==> config.mk <==
export PLATFORM = sky130hd
export DESIGN_NAME = logic_unit_arbiter
export DESIGN_NICKNAME = d
export VERILOG_FILES = /design/src/rtl/logic_unit_arbiter.sv
export SDC_FILE = /design/constraint.sdc
export NUM_CORES = 1
export LEC_CHECK = 0
export BUFFER_PORTS_ARGS = -buffer_cell sky130_fd_sc_hd__buf_4
export CORE_MARGIN = 3
export CORE_UTILIZATION = 40
export DETAILED_ROUTE_END_ITERATION = 7
export PLACE_DENSITY = 0.75
export SETUP_SLACK_MARGIN = 0.3
export SYNTH_ARGS = -nofsm -noshare
export SYNTH_HDL_FRONTEND = slang
export SYNTH_SLANG_ARGS = --single-unit
==> constraint.sdc <==
create_clock -name clk -period 1.9 [get_ports clk]
set_clock_uncertainty 0.1 [all_clocks]
set_input_delay 0.38 -clock clk [delete_from_list [all_inputs] [get_ports clk]]
set_output_delay 0.38 -clock clk [all_outputs]
set_load 0.01 [all_outputs]
==> src/rtl/logic_unit_arbiter.sv <==
// logic_unit_arbiter: shares one delayed bitwise-AND unit among N requesters.
// A winner is picked in IDLE, its operands are launched onto the shared unit,
// the block waits SETTLE cycles for the gates to resolve, captures unit_y
// and returns it with a one-cycle done pulse to the winner.
//
// Build option: define LOGIC_ARB_RR_EN for round-robin arbitration with a
// rotating pointer; leave it undefined for fixed priority (lowest index wins).
//
// Handshake: req is a level request. A grant is registered on the edge where
// req is seen in IDLE. gnt/busy stay high for the whole transaction. done is
// a one-hot pulse lasting exactly one cycle, starting on the capture edge
// (the edge where gnt/busy drop). The requester may drop req at any time
// after the grant; the transaction still completes.
module logic_unit_arbiter #(
  parameter int N      = 4,
  parameter int W      = 8,
  parameter int SETTLE = 2
) (
  input  logic           clk,
  input  logic           rst_n,
  input  logic [N-1:0]   req,
  input  logic [N*W-1:0] a_flat,
  input  logic [N*W-1:0] b_flat,
  input  logic [W-1:0]   unit_y,
  output logic [W-1:0]   unit_a,
  output logic [W-1:0]   unit_b,
  output logic [N-1:0]   gnt,
  output logic [N-1:0]   done,
  output logic [W-1:0]   result,
  output logic           busy,
  output logic           state_dbg
);

  localparam int PW = (N > 1) ? $clog2(N) : 1;
  localparam int CW = (SETTLE > 1) ? $clog2(SETTLE) : 1;
  localparam logic [CW-1:0] CNT_LOAD = CW'(SETTLE - 1);

  typedef enum logic {
    S_IDLE = 1'b0,
    S_WAIT = 1'b1
  } state_t;

  state_t state_q, state_d;
  logic [CW-1:0] cnt_q;
  logic          launch;
  logic          capture;

  // Arbitration results
  logic [N-1:0]  search_vec;
  logic [PW-1:0] search_off;
  logic [PW-1:0] pick_idx;
  logic [N-1:0]  pick_oh;
  logic [W-1:0]  pick_a;
  logic [W-1:0]  pick_b;

  assign state_dbg = (state_q == S_WAIT);

`ifdef LOGIC_ARB_RR_EN
  logic [PW-1:0] ptr_q;
  logic [PW:0]   rr_sum;

  // Rotate requests so the pointer position becomes bit 0 of the search.
  assign search_vec = N'({req, req} >> ptr_q);

  // Map the offset found in the rotated vector back to a requester index.
  always_comb begin
    rr_sum = {1'b0, ptr_q} + {1'b0, search_off};
    if (rr_sum >= (PW+1)'(N)) begin
      rr_sum = rr_sum - (PW+1)'(N);
    end
    pick_idx = rr_sum[PW-1:0];
  end

  // Pointer moves to winner+1 (mod N) at every grant.
  always_ff @(posedge clk or negedge rst_n) begin
    if (!rst_n) begin
      ptr_q <= '0;
    end else if (launch) begin
      ptr_q <= (pick_idx == PW'(N - 1)) ? '0 : pick_idx + PW'(1);
    end
  end
`else
  // Fixed priority: search starts at requester 0 every time.
  assign search_vec = req;
  assign pick_idx   = search_off;
`endif

  // Lowest set bit of the search vector; scanning downward so the last hit wins.
  always_comb begin
    search_off = '0;
    for (int i = N - 1; i >= 0; i--) begin
      if (search_vec[i]) begin
        search_off = PW'(i);
      end
    end
  end

  // Winner one-hot and operand mux.
  always_comb begin
    pick_oh = {{(N-1){1'b0}}, 1'b1} << pick_idx;
    pick_a  = '0;
    pick_b  = '0;
    for (int i = 0; i < N; i++) begin
      if (pick_idx == PW'(i)) begin
        pick_a = a_flat[i*W +: W];
        pick_b = b_flat[i*W +: W];
      end
    end
  end

  // State register.
  always_ff @(posedge clk or negedge rst_n) begin
    if (!rst_n) begin
      state_q <= S_IDLE;
    end else begin
      state_q <= state_d;
    end
  end

  // Next-state logic with launch/capture strobes.
  always_comb begin
    state_d = state_q;
    launch  = 1'b0;
    capture = 1'b0;
    case (state_q)
      S_IDLE: begin
        if (|req) begin
          launch  = 1'b1;
          state_d = S_WAIT;
        end
      end
      S_WAIT: begin
        if (cnt_q == '0) begin
          capture = 1'b1;
          state_d = S_IDLE;
        end
      end
      default: state_d = S_IDLE;
    endcase
  end

  // Datapath: launch operands at grant, count settle cycles, capture result.
  always_ff @(posedge clk or negedge rst_n) begin
    if (!rst_n) begin
      gnt    <= '0;
      done   <= '0;
      unit_a <= '0;
      unit_b <= '0;
      result <= '0;
      busy   <= 1'b0;
      cnt_q  <= '0;
    end else begin
      done <= '0;
      if (launch) begin
        gnt    <= pick_oh;
        unit_a <= pick_a;
        unit_b <= pick_b;
        cnt_q  <= CNT_LOAD;
        busy   <= 1'b1;
      end else if (capture) begin
        result <= unit_y;
        done   <= gnt;
        gnt    <= '0;
        busy   <= 1'b0;
      end else if (state_q == S_WAIT) begin
        cnt_q <= cnt_q - CW'(1);
      end
    end
  end

endmodule

==> metrics.log <==
[metrics] Worst setup EP type: flip-flop
[metrics] # Max-Cap Violations: 0
[metrics] number of standard cells after synthesis: 187
[metrics] Root Buffer: clkbuf_8
[metrics] Crit Path Category: input pin to flip-flop
[metrics] worst path arrival time: 1.56 ns
[metrics] clock latency on the worst-skew pair: 0.28 ns
[metrics] NumNets Final: 378
[metrics] number of CTS-inserted buffers: 5
[metrics] global route overflow: 0
[metrics] area used by multi-input combinational logic: 913 µm²
[metrics] biggest fanout along the worst timing path: 16
[metrics] IO Pins: 112
[metrics] fillers: 385
[metrics] most area-hungry cell type in the Yosys netlist: dfrtp_1
[metrics] Distinct cells, synth: 29
[metrics] first-pass GRT wire length: 8190 µm
[metrics] unrepaired setup endpoints after global routing: no
[metrics] endpoints failing setup: 0
[metrics] count of TritonRoute iterations in the first routing pass: 5
[metrics] layout overhead on the synthesized area: 53.4%
[metrics] cell types with the largest area share after synthesis: dfrtp_1 46%, a211o_1 7.3%, a32oi_1 7.3%, o31ai_1 6.2%, nand2b_1 5.2%
[metrics] top library cells by usage in the layout, fill and taps aside: 125 x buf_4, 34 x dfrtp_1, 18 x a21oi_1
[metrics] register clock-pin slew on the reported worst setup and hold paths: 0.07 ns
[metrics] fraction of the yosys area taken by sequential cells: 0.455
[metrics] count of port buffers added during placement: 111
[metrics] post-synthesis net count: 265
[metrics] Final Critical Period: 1.50 ns
[metrics] sinks on the clock net: 35
[metrics] post-synth top area share: 0.455
[metrics] post-synthesis area per instance: 10.3 µm²
[metrics] number of max-slew violations in the final report: 0
[metrics] fraction of final layout cells with drive strength greater than 1: 0.465
[metrics] Die W: 75.4 µm
[metrics] row count: 24
[metrics] H-tree levels: 2
[metrics] drt via density: 5.38
[metrics] worst min-delay path class: input pin to flip-flop
[metrics] Max-slew headroom: 0.713
[metrics] Routability Congestion: 0.931
[metrics] hold slack: 0.205 ns
[metrics] number of post-CTS setup repair buffers: 0
[metrics] average wire per cell in the routed design: 15.8 µm
[metrics] routed via count: 1898
[metrics] status: finished clean
[metrics] Fmax: 669 MHz
[metrics] number of global-route vias before repair: 1735
[metrics] Total Routing Usage GR: 0.189
[metrics] post-synthesis instance area: 0.00192 mm²
[metrics] transition time at the pin with the least slew margin: 0.431 ns
[metrics] area of the die: 0.00568 mm²
[metrics] DRC violation total after the first TritonRoute iteration: 93
[metrics] largest net degree at the start of global routing: 36
[metrics] total negative slack: 0 ns
[metrics] Residual DRC: 0
[metrics] Max rail drop VDD: 0.727 mV
[metrics] ratio of final minimum period to clock period: 0.787
[metrics] number of nets still failing antenna checks after routing: 0
[metrics] total power density per cell area: 1220 mW/mm²
[metrics] Detailed Route WL: 5580 µm
[metrics] initial antenna violation count: 0
[metrics] ant diodes: 0
[metrics] static power due to leakage: 0.00144 µW
[metrics] yosys warns: 0
[metrics] leading cell type in the layout, fill and taps excluded: buf_4
[metrics] Fin. Hold Viols: 0
[metrics] data required time at the worst endpoint: 1.96 ns
[metrics] clk buf depth: 2
[metrics] register area: 877 µm²
[metrics] Initial Util: 0.427
[metrics] startpoint type of the worst setup path: input pin
[metrics] number of flip-flops and latches in the synthesized netlist: 35
[metrics] core region area: 0.00450 mm²
[metrics] clock tree from TritonCTS: yes
[metrics] Die Ht: 75.4 µm
[metrics] estimated wirelength of the detail-placed design: 4270 µm
-- through the flow --
step | cell area (µm²) | setup WS (ns) | total power, µW | std cells | utilization
after global routing | 2950 | 0.348 | 3860 | 353 | 0.655
after floorplan | 1930 | 0.304 | 2020 | 187 | -
final | 2950 | 0.404 | 3610 | 353 | 0.655
after CTS | 2950 | 0.367 | 3650 | 353 | 0.655
after detailed placement | 2800 | 0.0628 | 2840 | 344 | 0.622
after global placement | 2800 | 0.0969 | 2820 | 344 | 0.622
-- flip-flops by register name, indices dropped and copies added, names as in the netlist --
name / flops
busy: 1
cnt_q: 1
done: 4
gnt: 4
result: 8
state_dbg: 1
unit_a: 8
unit_b: 8
-- cell usage after synthesis --
| master | n |
|---|---|
| dfrtp_1 | 35 |
| a21oi_1 | 18 |
| nand2_1 | 17 |
| a211o_1 | 16 |
| a32oi_1 | 16 |
| nand2b_1 | 16 |
| o31ai_1 | 16 |
| clkbuf_1 | 9 |
| mux2_1 | 8 |
| buf_6 | 6 |
| and2_1 | 4 |
| buf_2 | 3 |
| nor2_1 | 3 |
| inv_1 | 2 |
| nand3_1 | 2 |
| nor3_1 | 2 |
| o21ai_1 | 2 |
| a22oi_1 | 1 |
| and2b_1 | 1 |
| buf_1 | 1 |
| clkbuf_2 | 1 |
| inv_2 | 1 |
| nand3b_1 | 1 |
| nor2b_1 | 1 |
| o21bai_4 | 1 |
| o31ai_2 | 1 |
| o31ai_4 | 1 |
| o41ai_1 | 1 |
| or3_4 | 1 |
-- power breakdown --
| part | internal [µW] | total [µW] | leakage, µW | switching (µW) |
|---|---|---|---|---|
| sequential | 1070 | 1270 | 0.000433 | 204 |
| clock | 523 | 790 | 0.0000644 | 267 |
| combinational | 840 | 1550 | 0.000941 | 713 |
| total | 2430 | 3610 | 0.00144 | 1180 |
-- cells by family (layout without fill, tap and decap cells) --
group,Yosys count,after routing,share of synthesized area
AO/OA/AOI/OAI,73,73,0.296
AND/OR/NAND/NOR,48,48,0.131
flip-flops,35,35,0.455
buffers and inverters,23,137,0.0709
multiplexers,8,8,0.0468
-- worst max-delay path: stages --
cell and delay, ns:
buf_4 0.15, and2b_2 0.34, a211o_1 0.29, a32oi_1 0.28, o31ai_1 0.11
-- layer usage --
layer  wire, µm  part of all wire  vias to the layer above  global-route usage
li1           -                 -                      922                   -
met1       2460              0.44                      880               0.257
met2       2530              0.45                       86               0.292
met3        470             0.084                       10              0.0554
met4        114             0.020                        0              0.0544
met5          0                 0                        -                   0
-- cell type report --
cell class | count | area share
Clock buffer | 5 | 0.0233
Clock inverter | 3 | 0.0229
Inverter | 3 | 0.00382
Multi-Input combinational cell | 129 | 0.309
Sequential cell | 35 | 0.297
Tap cell | 52 | 0.0220
Timing Repair Buffer | 126 | 0.321
-- timing repair --
item,CTS,global route
hold endpoints to repair,35,0
setup endpoints to repair,0,7
hold buffers,1,0
resized for setup,0,2
-- worst paths after layout --
kind / startpoint / to / slack [ns] / cells after the start
max: req[2] / unit_b[7]$_DFFE_PN0P_ / 0.40 / 5
max in group asynchronous: rst_n / state_dbg$_DFF_PN0_ / 0.89 / 2
min: req[0] / gnt[2]$_DFFE_PN0P_ / 0.20 / 2
min in group asynchronous: rst_n / result[5]$_DFFE_PN0P_ / 0.47 / 2
min reg2reg: unit_b[5]$_DFFE_PN0P_ / unit_b[5]$_DFFE_PN0P_ / 0.38 / 2
max reg2reg: state_dbg$_DFF_PN0_ / unit_a[1]$_DFFE_PN0P_ / 0.48 / 5
Note: power is estimated with default switching activity, not from simulation.
